$ cat src/rtl/game_sequencer.sv
// game_sequencer: turn and board controller for a 3x3 tic-tac-toe display.
// A one-hot switch selection is confirmed by a rising edge on button. The move is
// validated, committed for the current player, checked for a win or draw, and then
// the turn passes. All outputs are registered.
// Optional feature: define GAME_SEQ_TIMEOUT_EN to forfeit the turn after
// TIMEOUT_CYCLES idle cycles without a press.
module game_sequencer #(
   parameter int unsigned TIMEOUT_CYCLES = 250000000
) (
   input  logic        clk,
   input  logic        rst,
   input  logic        button,
   input  logic [8:0]  switches,
   output logic [17:0] board,
   output logic        turn,
   output logic [1:0]  status,
   output logic [7:0]  win_line,
   output logic [3:0]  move_count,
   output logic        move_err,
   output logic        busy
);

   typedef enum logic [2:0] {
      st_idle,
      st_validate,
      st_commit,
      st_check,
      st_over
   } state_t;

   state_t      state_q, state_d;
   logic        btn_q;
   logic        press;
   logic [8:0]  sel_q, sel_d;
   logic [17:0] board_q, board_d;
   logic        turn_q, turn_d;
   logic [1:0]  status_q, status_d;
   logic [7:0]  win_q, win_d;
   logic [3:0]  cnt_q, cnt_d;
   logic        err_d;
   logic        busy_q, busy_d;

   logic [8:0]  occupied;
   logic [8:0]  owned;
   logic [7:0]  lines;
   logic [1:0]  mark;
   logic        sel_valid;

`ifdef GAME_SEQ_TIMEOUT_EN
   logic [31:0] tmo_q, tmo_d;
   logic        tmo_expired;
   assign tmo_expired = (tmo_q == TIMEOUT_CYCLES - 1);
`endif

   assign press = button & ~btn_q;
   assign mark  = turn_q ? 2'b10 : 2'b01;

   // Per-cell occupancy and ownership by the player to move, then line ownership.
   always_comb begin
      occupied = '0;
      owned    = '0;
      for (int i = 0; i < 9; i++) begin
         occupied[i] = |board_q[2*i +: 2];
         owned[i]    = (board_q[2*i +: 2] == mark);
      end
      lines[0]  = &owned[2:0];
      lines[1]  = &owned[5:3];
      lines[2]  = &owned[8:6];
      lines[3]  = owned[0] & owned[3] & owned[6];
      lines[4]  = owned[1] & owned[4] & owned[7];
      lines[5]  = owned[2] & owned[5] & owned[8];
      lines[6]  = owned[0] & owned[4] & owned[8];
      lines[7]  = owned[2] & owned[4] & owned[6];
      sel_valid = ($countones(sel_q) == 1) && ((sel_q & occupied) == 9'd0);
   end

   // Next-state and next-output logic.
   always_comb begin
      state_d  = state_q;
      sel_d    = sel_q;
      board_d  = board_q;
      turn_d   = turn_q;
      status_d = status_q;
      win_d    = win_q;
      cnt_d    = cnt_q;
      err_d    = 1'b0;
      unique case (state_q)
         st_idle: begin
            if (press) begin
               sel_d   = switches;
               state_d = st_validate;
            end
`ifdef GAME_SEQ_TIMEOUT_EN
            else if (tmo_expired) begin
               turn_d = ~turn_q;
            end
`endif
         end
         st_validate: begin
            if (sel_valid) begin
               state_d = st_commit;
            end else begin
               err_d   = 1'b1;
               state_d = st_idle;
            end
         end
         st_commit: begin
            for (int i = 0; i < 9; i++) begin
               if (sel_q[i]) board_d[2*i +: 2] = mark;
            end
            cnt_d   = cnt_q + 4'd1;
            state_d = st_check;
         end
         st_check: begin
            win_d = lines;
            if (|lines) begin
               status_d = turn_q ? 2'b10 : 2'b01;
               state_d  = st_over;
            end else if (cnt_q == 4'd9) begin
               status_d = 2'b11;
               state_d  = st_over;
            end else begin
               turn_d  = ~turn_q;
               state_d = st_idle;
            end
         end
         st_over: begin
            if (press) begin
               board_d  = '0;
               win_d    = '0;
               cnt_d    = '0;
               status_d = '0;
               turn_d   = 1'b0;
               state_d  = st_idle;
            end
         end
         default: state_d = st_idle;
      endcase
      busy_d = (state_d != st_idle) && (state_d != st_over);
   end

`ifdef GAME_SEQ_TIMEOUT_EN
   // Idle timer: counts only while staying in IDLE; clears on expiry, exit and entry.
   always_comb begin
      tmo_d = '0;
      if (state_q == st_idle && state_d == st_idle && !tmo_expired) begin
         tmo_d = tmo_q + 32'd1;
      end
   end

   // Idle timer register.
   always_ff @(posedge clk) begin
      if (rst) tmo_q <= '0;
      else     tmo_q <= tmo_d;
   end
`endif

   // State and output registers with synchronous reset.
   always_ff @(posedge clk) begin
      if (rst) begin
         state_q  <= st_idle;
         btn_q    <= 1'b0;
         sel_q    <= '0;
         board_q  <= '0;
         turn_q   <= 1'b0;
         status_q <= '0;
         win_q    <= '0;
         cnt_q    <= '0;
         move_err <= 1'b0;
         busy_q   <= 1'b0;
      end else begin
         state_q  <= state_d;
         btn_q    <= button;
         sel_q    <= sel_d;
         board_q  <= board_d;
         turn_q   <= turn_d;
         status_q <= status_d;
         win_q    <= win_d;
         cnt_q    <= cnt_d;
         move_err <= err_d;
         busy_q   <= busy_d;
      end
   end

   assign board      = board_q;
   assign turn       = turn_q;
   assign status     = status_q;
   assign win_line   = win_q;
   assign move_count = cnt_q;
   assign busy       = busy_q;

endmodule

$ cat config.mk
export PLATFORM = sky130hd
export DESIGN_NAME = game_sequencer
export DESIGN_NICKNAME = d
export VERILOG_FILES = /design/src/rtl/game_sequencer.sv
export SDC_FILE = /design/constraint.sdc
export NUM_CORES = 1
export LEC_CHECK = 0
export CAP_MARGIN = 20
export CORE_MARGIN = 2
export CORE_UTILIZATION = 55
export DETAILED_ROUTE_END_ITERATION = 8
export PLACE_DENSITY = 0.84
export SYNTH_ARGS = -nofsm -noshare
export SYNTH_HDL_FRONTEND = slang
export SYNTH_SLANG_ARGS = --single-unit
$ cat constraint.sdc
create_clock -name clk -period 9.3 [get_ports clk]
set_input_delay 1.86 -clock clk [delete_from_list [all_inputs] [get_ports clk]]
set_output_delay 1.86 -clock clk [all_outputs]
set_load 0.005 [all_outputs]
# [Word level (Yosys, flattened, before mapping)]
# Index checks and enable logic that the tools add are counted.
[totals] reg_bits=48 output_inout_bits=35 wordCells=137
[classes] n_addsub=9 eq_ne=29 mux=31 bitwise=15 n_reduce_logical=35
[op_table] operator="AND reduction 3 bit" count=13
[op_table] operator="case mux 18 bit (2 select lines)" count=1
[op_table] operator="2-to-1 mux 2 bit" count=14
[op_table] operator="inequality test 2 bit, second input constant" count=12
[op_table] operator="OR reduction 2 bit" count=10
[op_table] operator="== test 2 bit" count=9
[op_table] operator="2-to-1 mux 18 bit" count=1
[op_table] operator="case mux 8 bit (2 select lines)" count=1
[op_table] operator="case mux 3 bit (5 select lines)" count=1
[op_table] operator="2-to-1 mux 3 bit" count=4
[op_table] operator="bitwise AND 1 bit" count=11
[op_table] operator="bitwise AND 9 bit" count=1
[op_table] operator="zero test 9 bit" count=1
[op_table] operator="adder 1 x 1 -> 2 bit" count=4
[op_table] operator="2-to-1 mux 8 bit" count=1
[op_table] operator="case mux 4 bit (2 select lines)" count=1
[op_table] operator="OR reduction 8 bit" count=1
[op_table] operator="adder 2 x 2 -> 3 bit" count=2
[op_table] operator="== test 3 x 2 -> 1 bit, second input constant" count=2
[op_table] operator="inequality test 3 bit, second input constant" count=2
[op_table] operator="AND reduction 2 bit" count=3
[op_table] operator="adder 4 x 1 -> 5 bit" count=1
[op_table] operator="== test 5 x 1 -> 1 bit, second input constant" count=1
[op_table] operator="adder 3 x 3 -> 4 bit" count=1
[op_table] operator="other kinds (14)" count=21

# [Logic depth before layout (Yosys ltp)]
# Gate-level depths: netlist (run 1).
[logic_depth] word_depth=10 mapped_depth=14 depth_no_buf=14

# [Least setup slack after synthesis (run 1)]
# Ideal clock, no wire load.
[synth_path] path_type="reg2reg" startpoint="register sel_q[0]" endpoint="register busy_q, in the netlist busy" setup_ns=0.078 t_arrival_ns=3.390 path_slack_ns=5.832 stages_incl_launch_ff=15 n_path_buf=0 period_less_slack_ns=3.468 cell_sequence="dfxtp_1 -> inv_1 -> fa_1 -> fa_1 -> fa_1 -> inv_1 -> fa_1 -> inv_1 -> fa_1 -> a211oi_1 -> mux2i_1 -> nor4_1 -> a21oi_1 -> o21a_1 -> nor3_1"
[synth_via] elab_chain_cells=10 elab_cells_between_ends=13
[synth_rtl] element="from (decl)" line_no="34" source="logic [8:0] sel_q, sel_d;"
[synth_rtl] element="from (signal assigned)" line_no="174" source="sel_q <= sel_d;"
[synth_rtl] element="adder 1 x 1 -> 2 bit (implied by the code)" line_no="74" source="sel_valid = ($countones(sel_q) == 1) && ((sel_q & occupied) == 9'd0);"
[synth_rtl] element="adder 2 x 2 -> 3 bit (implied by the code)" line_no="74"
[synth_rtl] element="adder 3 x 3 -> 4 bit (implied by the code)" line_no="74"
[synth_rtl] element="adder 4 x 1 -> 5 bit (implied by the code)" line_no="74"
[synth_rtl] element="== test 5 x 1 -> 1 bit" line_no="74"
[synth_rtl] element="logical AND 1 bit (*)" line_no="74"
[synth_rtl] element="2-to-1 mux 2 bit (*)" line_no="100" source="if (sel_valid) begin"
[synth_rtl] element="case mux 3 bit (5 select lines) (*)" line_no="87" source="unique case (state_q)"
[synth_rtl] element="inequality test 3 bit or nonzero test 3 bit (tied branches)" line_no="139" source="busy_d = (state_d != st_idle) && (state_d != st_over);"
[synth_rtl] element="logical AND 1 bit (*)" line_no="139"
[synth_rtl] element="to (signal assigned)" line_no="181" source="busy_q <= busy_d;"
[synth_rtl] element="to (decl)" line_no="41" source="logic busy_q, busy_d;"
# Mark *: on every way between the ends. The rest lies on a longest branch, timed or not.
# A chain may end at the register's enable or synchronous reset.

# [Worst setup path in the final report (run 1)]
# Same ends and word-level chain as after synthesis.

==> results of run 1 <==
==> final cells by class <==
class	count	area [µm²]	area share
sequential	48	961	0.319
clock buffer	7	96.3	0.0320
timing repair buffer	48	475	0.158
tap	52	65.1	0.0216
multi-input combinational	197	1360	0.451
inverter	15	56.3	0.0187
==> per-layer routing <==
layer / vias to the layer above / GRT usage
li1: 1068 / -
met1: 1036 / 0.308
met2: 70 / 0.370
met3: 14 / 0.0413
met4: 0 / 0.0839
met5: - / 0
==> stage by stage <==
| step | hold slack, ps | total power (W) | setup slack [ps] | area [µm²] |
|---|---|---|---|---|
| 2_1_floorplan | 464 | 0.000268 | 5830 | 2440 |
| 3_3_place_gp | 452 | 0.000286 | 5660 | 2920 |
| 3_5_place_dp | 460 | 0.000288 | 5500 | 2920 |
| 4_1_cts | 471 | 0.000418 | 5460 | 3010 |
| 5_1_grt | 497 | 0.000435 | 5070 | 3010 |
| 6_report | 467 | 0.000415 | 5450 | 3010 |
==> logic make-up after synthesis <==
logic type / Yosys count / share of synthesized area
compound gates: 67 / 0.189
xor+xnor: 2 / 0.00717
mux: 15 / 0.0625
flops: 48 / 0.393
simple gates: 104 / 0.232
fa+ha+maj: 9 / 0.0614
buf+inv: 29 / 0.0543
==> registers in the layout, summed over array words and instances, names as in the netlist <==
signal	count
turn	1
busy	1
move_count	4
move_err	1
btn_q	1
win_line	8
board	18
state_q	3
status	2
sel_q	9
==> worst max-delay path, delay by kind of cell (launching register included) <==
family / cells / cell delay (ps)
fa+ha+maj: 5 / 1980
simple gates: 2 / 540
flops: 1 / 410
compound gates: 3 / 530
mux: 1 / 110
buf+inv: 3 / 220
==> synthesized netlist by cell type, drive strengths merged, types with 2 or more instances <==
master	instances	area, µm²
nor2b	6	37.5
nand3	13	65.1
o22ai	9	75.1
clkbuf	6	22.5
or3b	3	31.3
o21ai	14	70.1
a32oi	18	158
a32o	2	20.0
or3	3	18.8
nand3b	4	46.3
mux2	2	22.5
dfxtp	48	961
xor2	2	17.5
nor3	5	25.0
ha	4	50.1
nand2b	11	68.8
inv	15	56.3
nand2	6	22.5
mux2i	13	130
nand4	4	31.3
a22oi	2	20.0
fa	5	100
buf	8	53.8
nor2	39	146
a21oi	19	95.1
and2	2	12.5
nor4	3	18.8
==> path summary, 6_finish.rpt <==
check                endpoint  cells past startpoint  slack, ps         from
setup / recovery         busy                     14       5450     sel_q[0]
hold / removal    win_line[1]                      2        470  win_line[1]
setup reg to reg         busy                     14       5450     sel_q[0]
hold reg to reg   win_line[1]                      2        470  win_line[1]
==> report_power, final <==
group | leakage [nW] | total (W) | switching (W) | internal [W]
registers | 0.389 | 0.000222 | 0.00000987 | 0.000212
logic | 0.641 | 0.0000610 | 0.0000322 | 0.0000289
clock network | 0.0503 | 0.000131 | 0.0000653 | 0.0000662
==> impl_metrics.tcl, run 1 <==
set metrics [dict create \
    crit_path_end_kind "flip-flop" \
    nNetsFinal 336 \
    globalplace.congestion 0.853 \
    finalNonFillerCells 367 \
    cts-htree-levels 2 \
    vdd_drop_max_mv 0.126 \
    hold_violations 0 \
    hpwlAfterDp_um 3980 \
    core-area_mm2 0.00432 \
    start_kind "flip-flop" \
    n_fill_cell 353 \
    fin_crit_sh 0.414 \
    syn_area_mm2 0.00244 \
    rsz0062_at_grt "false" \
    most-common-layout-cells "48 x dfxtp_1, 46 x clkdlybuf4s50_1, 39 x nor2_1" \
    synth_async_sr_flop_share 0 \
    cts_root_buf "clkbuf_8" \
    grt_max_degree 50 \
    drtIter0Drc 174 \
    drv_cap 0 \
    io_buffers 46 \
    syn_inst 274 \
    area_growth_pct 23.3 \
    relSlewSlack 0.287 \
    cts.sinks 48 \
    slew_violations 0 \
    wl_met2_um 2690 \
    ctsHoldBuffers 0 \
    cts_setup_buffers 0 \
    insertion_delay_ps 300 \
    utilization 0.697 \
    first_pass_iters 4 \
    avgSynthCellArea_um2 8.92 \
    grt_pass1_wl_um 9230 \
    antenna_cells 0 \
    finClkSkew_ps 4.25 \
    antenna_found_initial 0 \
    slowest_delay_ps 560 \
    start_util 0.565 \
    first_global_vias 1963 \
    setup_viol 0 \
    drive_gt1_frac 0.0698 \
    cp.arrival_ps 4070 \
    period_needed_ps 3850 \
    ant_nets 0 \
    status "completed" \
    met3_length_um 308 \
    power.density_mw_per_mm2 138 \
    synth_ff_type "dfxtp_1" \
    numCtsBuffers 5 \
    syn_nets 295 \
    cp_cell_sequence "inv_1 > fa_1 > fa_1 > fa_1 > inv_1 > fa_1 > inv_1 > fa_1 > a211oi_1 > mux2i_1 > nor4_1 > a21oi_1 > o21a_1 > nor3_1" \
    drt-total-wl_um 5530 \
    tns_ps 0 \
    fp-row-count 24 \
    placedCellCount 360 \
    crit_top_cell "fa_1" \
    clk_pin_slew_ps 80 \
    dieArea_mm2 0.00499 \
    yosysWarnings 0 \
    ys_ff_latch 48 \
    cpMaxStageDelayCell "fa_1" \
    worst_slew_pin_slew_ps 1060 \
    routedLengthMet1_um 2410 \
    critPathKind "flip-flop to flip-flop" \
    required_ps 9520 \
    p_leak_nw 1.08 \
    final_common_cell "dfxtp_1" \
    fmax_ghz 0.260 \
    seq_area_frac_synth 0.393 \
    via_per_inst 5.96 \
    fp.dieH_um 70.7 \
    cp_max_fo 6 \
    hold_path.class "flip-flop to flip-flop" \
    post-route-drc-count 0 \
    grt-ovfl-total 0 \
    highest_layer "met4" \
    grt_use_total 0.229 \
    clk_path_buf_depth 2 \
    die_x_um 70.7 \
    io_pins 47 \
    synth_cell_type_count 45 \
    synth_edf_count 0 \
    post_drt_wl_per_cell_um 15.1 \
    dr_total_vias 2188 \
    cts.repair.resized 0 \
    cts_tree "yes" \
]
(Power assumes the default switching activity.)
==> inputs of run 2 (changes only) <==
Settings changed: CORE_UTILIZATION 55 to 47, PLACE_DENSITY 0.84 to 0.76.
Clock period 9.3 ns to 3.4 ns, I/O delays scaled along.
==> run 2 against run 1 <==
The flow now finishes with violations (setup timing); clock-buffer cell count is the same; critical path depth down 1; non-clock buffer count rose by 6; global-route usage down 0.95 points.
==> impl_metrics.tcl, run 2 (synthesis results as in run 1) <==
set metrics [dict create \
    status "finished with violations" \
    violations "setup timing" \
    start_util 0.482 \
    numCtsBuffers 5 \
    slew_violations 0 \
    worst-path-buf-inv 3 \
    largest_register_ffs 18 \
    area_growth_pct 29.4 \
    fmax_ghz 0.292 \
    holdWs_ps 471 \
    fp.dieH_um 76.1 \
    required_ps 3630 \
    n_fill_cell 481 \
    nNetsFinal 342 \
    ctsHoldBuffers 0 \
    hold_violations 0 \
    cts-htree-levels 2 \
    cts_root_buf "clkbuf_8" \
    insertion_delay_ps 300 \
    slowest_delay_ps 550 \
    rsz0062_at_grt "true" \
    die_x_um 76.1 \
    utilization 0.623 \
    post_drt_wl_per_cell_um 15.3 \
    regArea_um2 963 \
    finClkSkew_ps 5.75 \
    dr_total_vias 2232 \
    antenna_cells 0 \
    hold_path.class "flip-flop to flip-flop" \
    fin_crit_sh 1.01 \
    grt_pass1_wl_um 10400 \
    stdcell_area_mm2 0.00316 \
    crit_path_end_kind "flip-flop" \
    relSlewSlack 0.493 \
    hpwlAfterDp_um 4300 \
    clk_path_buf_depth 2 \
    io_pins 47 \
    cpMaxStageDelayCell "fa_1" \
    multi_input_area_mm2 0.00140 \
    grt_use_total 0.219 \
    cts_tree "yes" \
    drtIter0Drc 144 \
    power.density_mw_per_mm2 406 \
    p_leak_nw 1.14 \
    cp_cell_sequence "inv_2 > fa_1 > fa_1 > fa_1 > inv_2 > fa_2 > inv_2 > fa_2 > nand3_2 > nor4_4 > a21oi_2 > o21a_1 > nor3_2" \
    p_total_w 0.00128 \
    post-route-drc-count 0 \
    grt-ovfl-total 0 \
    cp.arrival_ps 3660 \
    ant_nets 0 \
    drv_cap 0 \
    globalplace.congestion 0.827 \
    fp-row-count 26 \
    antenna_found_initial 0 \
    worst_slack_ps -26.8 \
    worst_slew_pin_slew_ps 759 \
    io_buffers 46 \
    start_kind "flip-flop" \
    grt_max_degree 26 \
    via_per_inst 5.69 \
    clk_pin_slew_ps 90 \
    path_delay_family "adder cells" \
    critPathKind "flip-flop to flip-flop" \
    cts.sinks 48 \
    first_pass_iters 4 \
    drt-total-wl_um 6010 \
    first_global_vias 2184 \
    most-common-layout-cells "46 x dfxtp_1, 46 x clkdlybuf4s50_1, 39 x nor2_1" \
    period_needed_ps 3430 \
    dieArea_mm2 0.00579 \
    drive_gt1_frac 0.130 \
    setup_viol 1 \
    vdd_drop_max_mv 0.228 \
    core-area_mm2 0.00507 \
    cp_max_fo 2 \
    placed_area_mm2 0.00299 \
]
run 2: repair_timing:
item                                    4_1_cts  5_1_grt
setup buffers                                 1        0
pin swaps                                     8        6
endpoints found under the setup margin        3        3
gates resized for setup                      11        3
run 2: stage by stage:
stage / instances / worst slack [ps] / TNS [ps]
floorplan: 274 / 22.0 / 0
global placement: 384 / -55.2 / -55.2
detailed placement: 384 / -261 / -422
CTS: 393 / -185 / -383
global route: 392 / -200 / -272
finish: 392 / -26.8 / -26.8
run 2: final timing paths:
kind              slack, ps  depth (start not counted)           to   startpoint
setup reg to reg        -30                         13         busy     sel_q[3]
hold / removal          470                          2  win_line[4]  win_line[4]
setup / recovery        -30                         13         busy     sel_q[3]
hold reg to reg         470                          2  win_line[4]  win_line[4]
run 2: final cells by class:
cell class | instances | area share
flip-flops and latches | 48 | 0.305
well taps | 70 | 0.0277
repair buffers | 54 | 0.166
clock buffers | 7 | 0.0305
multi-input cells | 197 | 0.444
inverters | 15 | 0.0178
clock inverters | 1 | 0.00950
run 2: worst register-to-register path, delay by kind of cell, from the launching register on:
family | cells | cell delay (ps)
fa+ha+maj | 5 | 2190
simple gates | 3 | 460
flops | 1 | 340
compound gates | 2 | 220
buf+inv | 3 | 150
run 2: power breakdown:
| group | internal (W) | switching, W | total, W |
|---|---|---|---|
| clock | 0.000260 | 0.000189 | 0.000448 |
| combinational | 0.000111 | 0.000116 | 0.000228 |
| sequential | 0.000581 | 0.0000247 | 0.000606 |
run 2: routing by layer:
layer,up-vias,share of wire,GRT usage,wire [µm]
li1,1089,-,-,-
met1,1070,0.44,0.270,2660
met2,65,0.50,0.369,2980
met3,8,0.049,0.0521,295
met4,0,0.013,0.0909,77
met5,-,0,0,0
==> inputs of run 3 (changes only) <==
Settings changed: MAX_ROUTING_LAYER set to met4.
==> run 3 against run 2 <==
The run still ends with setup timing left; clock skew down 1.6 ps; wire length down 0.30%; sequential power about the same; clock-buffer cell count unchanged; global-route usage up 0.60 points; power about the same; combinational power about the same; sequential share of layout area unchanged; largest power group unchanged.
==> impl_metrics.tcl, run 3 (synthesis results as in run 1) <==
set metrics [dict create \
    hold_path.class "flip-flop to flip-flop" \
    insertion_delay_ps 300 \
    violations "setup timing" \
    finClkSkew_ps 4.14 \
    status "finished with violations" \
    slew_violations 0 \
    drv_cap 0 \
    utilization 0.623 \
    p_leak_nw 1.14 \
    worst_slew_pin_slew_ps 760 \
    ant_nets 0 \
    cp_max_fo 2 \
    crit_path_end_kind "flip-flop" \
    pre_cts_ws_ps -261 \
    grt_pass1_wl_um 10400 \
    fp-row-count 26 \
    r2r_start "sel_q[3]" \
    io_buffers 46 \
    cp.arrival_ps 3680 \
    start_util 0.482 \
    ctsHoldBuffers 0 \
    via_per_inst 5.69 \
    clk_pin_slew_ps 90 \
    highest_layer "met4" \
    grt_use_total 0.225 \
    grt-ovfl-total 0 \
    most-common-layout-cells "46 x dfxtp_1, 46 x clkdlybuf4s50_1, 39 x nor2_1" \
    core-area_mm2 0.00507 \
    crit_start "sel_q[3]" \
    largest_register_ffs 18 \
    numCtsBuffers 5 \
    hold_violations 0 \
    antenna_found_initial 0 \
    grt_max_degree 26 \
    post-route-drc-count 0 \
    required_ps 3630 \
    critPathKind "flip-flop to flip-flop" \
    tns_ps -46.2 \
    setup_viol 1 \
    routedLengthMet1_um 2620 \
    nNetsFinal 342 \
    met3_length_um 346 \
    period_needed_ps 3450 \
    start_kind "flip-flop" \
    dieArea_mm2 0.00579 \
    die_x_um 76.1 \
    first_global_vias 2174 \
    clk_path_buf_depth 2 \
    min_from "win_line[4]" \
    drive_gt1_frac 0.130 \
    io_pins 47 \
    rsz0062_at_grt "true" \
    dr_total_vias 2229 \
    cts_tree "yes" \
    post_drt_wl_per_cell_um 15.3 \
    drt-total-wl_um 5990 \
    area_growth_pct 29.4 \
    cts_root_buf "clkbuf_8" \
    relSlewSlack 0.492 \
    wl_met2_um 2950 \
    first_pass_iters 4 \
    fp.dieH_um 76.1 \
    power.density_mw_per_mm2 406 \
    worst_slack_ps -46.2 \
    hpwlAfterDp_um 4300 \
    drtIter0Drc 142 \
    antenna_cells 0 \
    globalplace.congestion 0.839 \
    fmax_ghz 0.290 \
    vdd_drop_max_mv 0.228 \
    cts.sinks 48 \
    fin_crit_sh 1.01 \
    cts-htree-levels 2 \
]
run 3: critical path: stages, from the launching register on:
cell     delay [ps]
dfxtp_2         340
inv_2            40
fa_1            550
fa_1            450
fa_1            460
inv_2            70
fa_2            210
inv_2            40
fa_2            530
nand3_2          90
nor4_4          280
a21oi_2         100
o21a_1          120
nor3_2          100
run 3: power by group:
group	leakage, nW	switching (W)	internal (W)
registers	0.390	0.0000247	0.000581
logic	0.683	0.000117	0.000112
clock network	0.0645	0.000188	0.000260
run 3: path summary, 6_finish.rpt:
kind | slack (ps) | cells after the start | to
worst max-delay path | -50 | 13 | busy
worst min-delay path | 470 | 2 | win_line[4]
worst max register to register | -50 | 13 | busy
worst min register to register | 470 | 2 | win_line[4]
run 3: layout make-up:
| cell class | instances | area [µm²] |
|---|---|---|
| clock buffers | 7 | 96.3 |
| repair buffers | 54 | 524 |
| inverters | 15 | 56.3 |
| well taps | 70 | 87.6 |
| multi-input cells | 197 | 1400 |
| fillers | 481 | 1910 |
| clock inverters | 1 | 30.0 |
| flip-flops and latches | 48 | 963 |
run 3: timing repair:
action / CTS / global route
pin swaps: 8 / 6
resized for setup: 11 / 3
gates cloned: 0 / 0
buffers inserted: 1 / 0
setup endpoints to repair: 3 / 3
run 3: stage by stage:
step	cells	power, W	hold slack, ps	cell area (µm²)
3_3_place_gp	384	0.000803	455	2990
4_1_cts	393	0.00129	474	3150
2_1_floorplan	274	0.000734	464	2440
6_report	392	0.00128	469	3160
3_5_place_dp	384	0.000814	462	2990
5_1_grt	392	0.00134	505	3160
run 3: per-layer routing:
layer	vias up	GRT usage
met5	-	-
met4	0	0.0909
met3	9	0.0521
met2	74	0.369
met1	1057	0.269
li1	1089	-
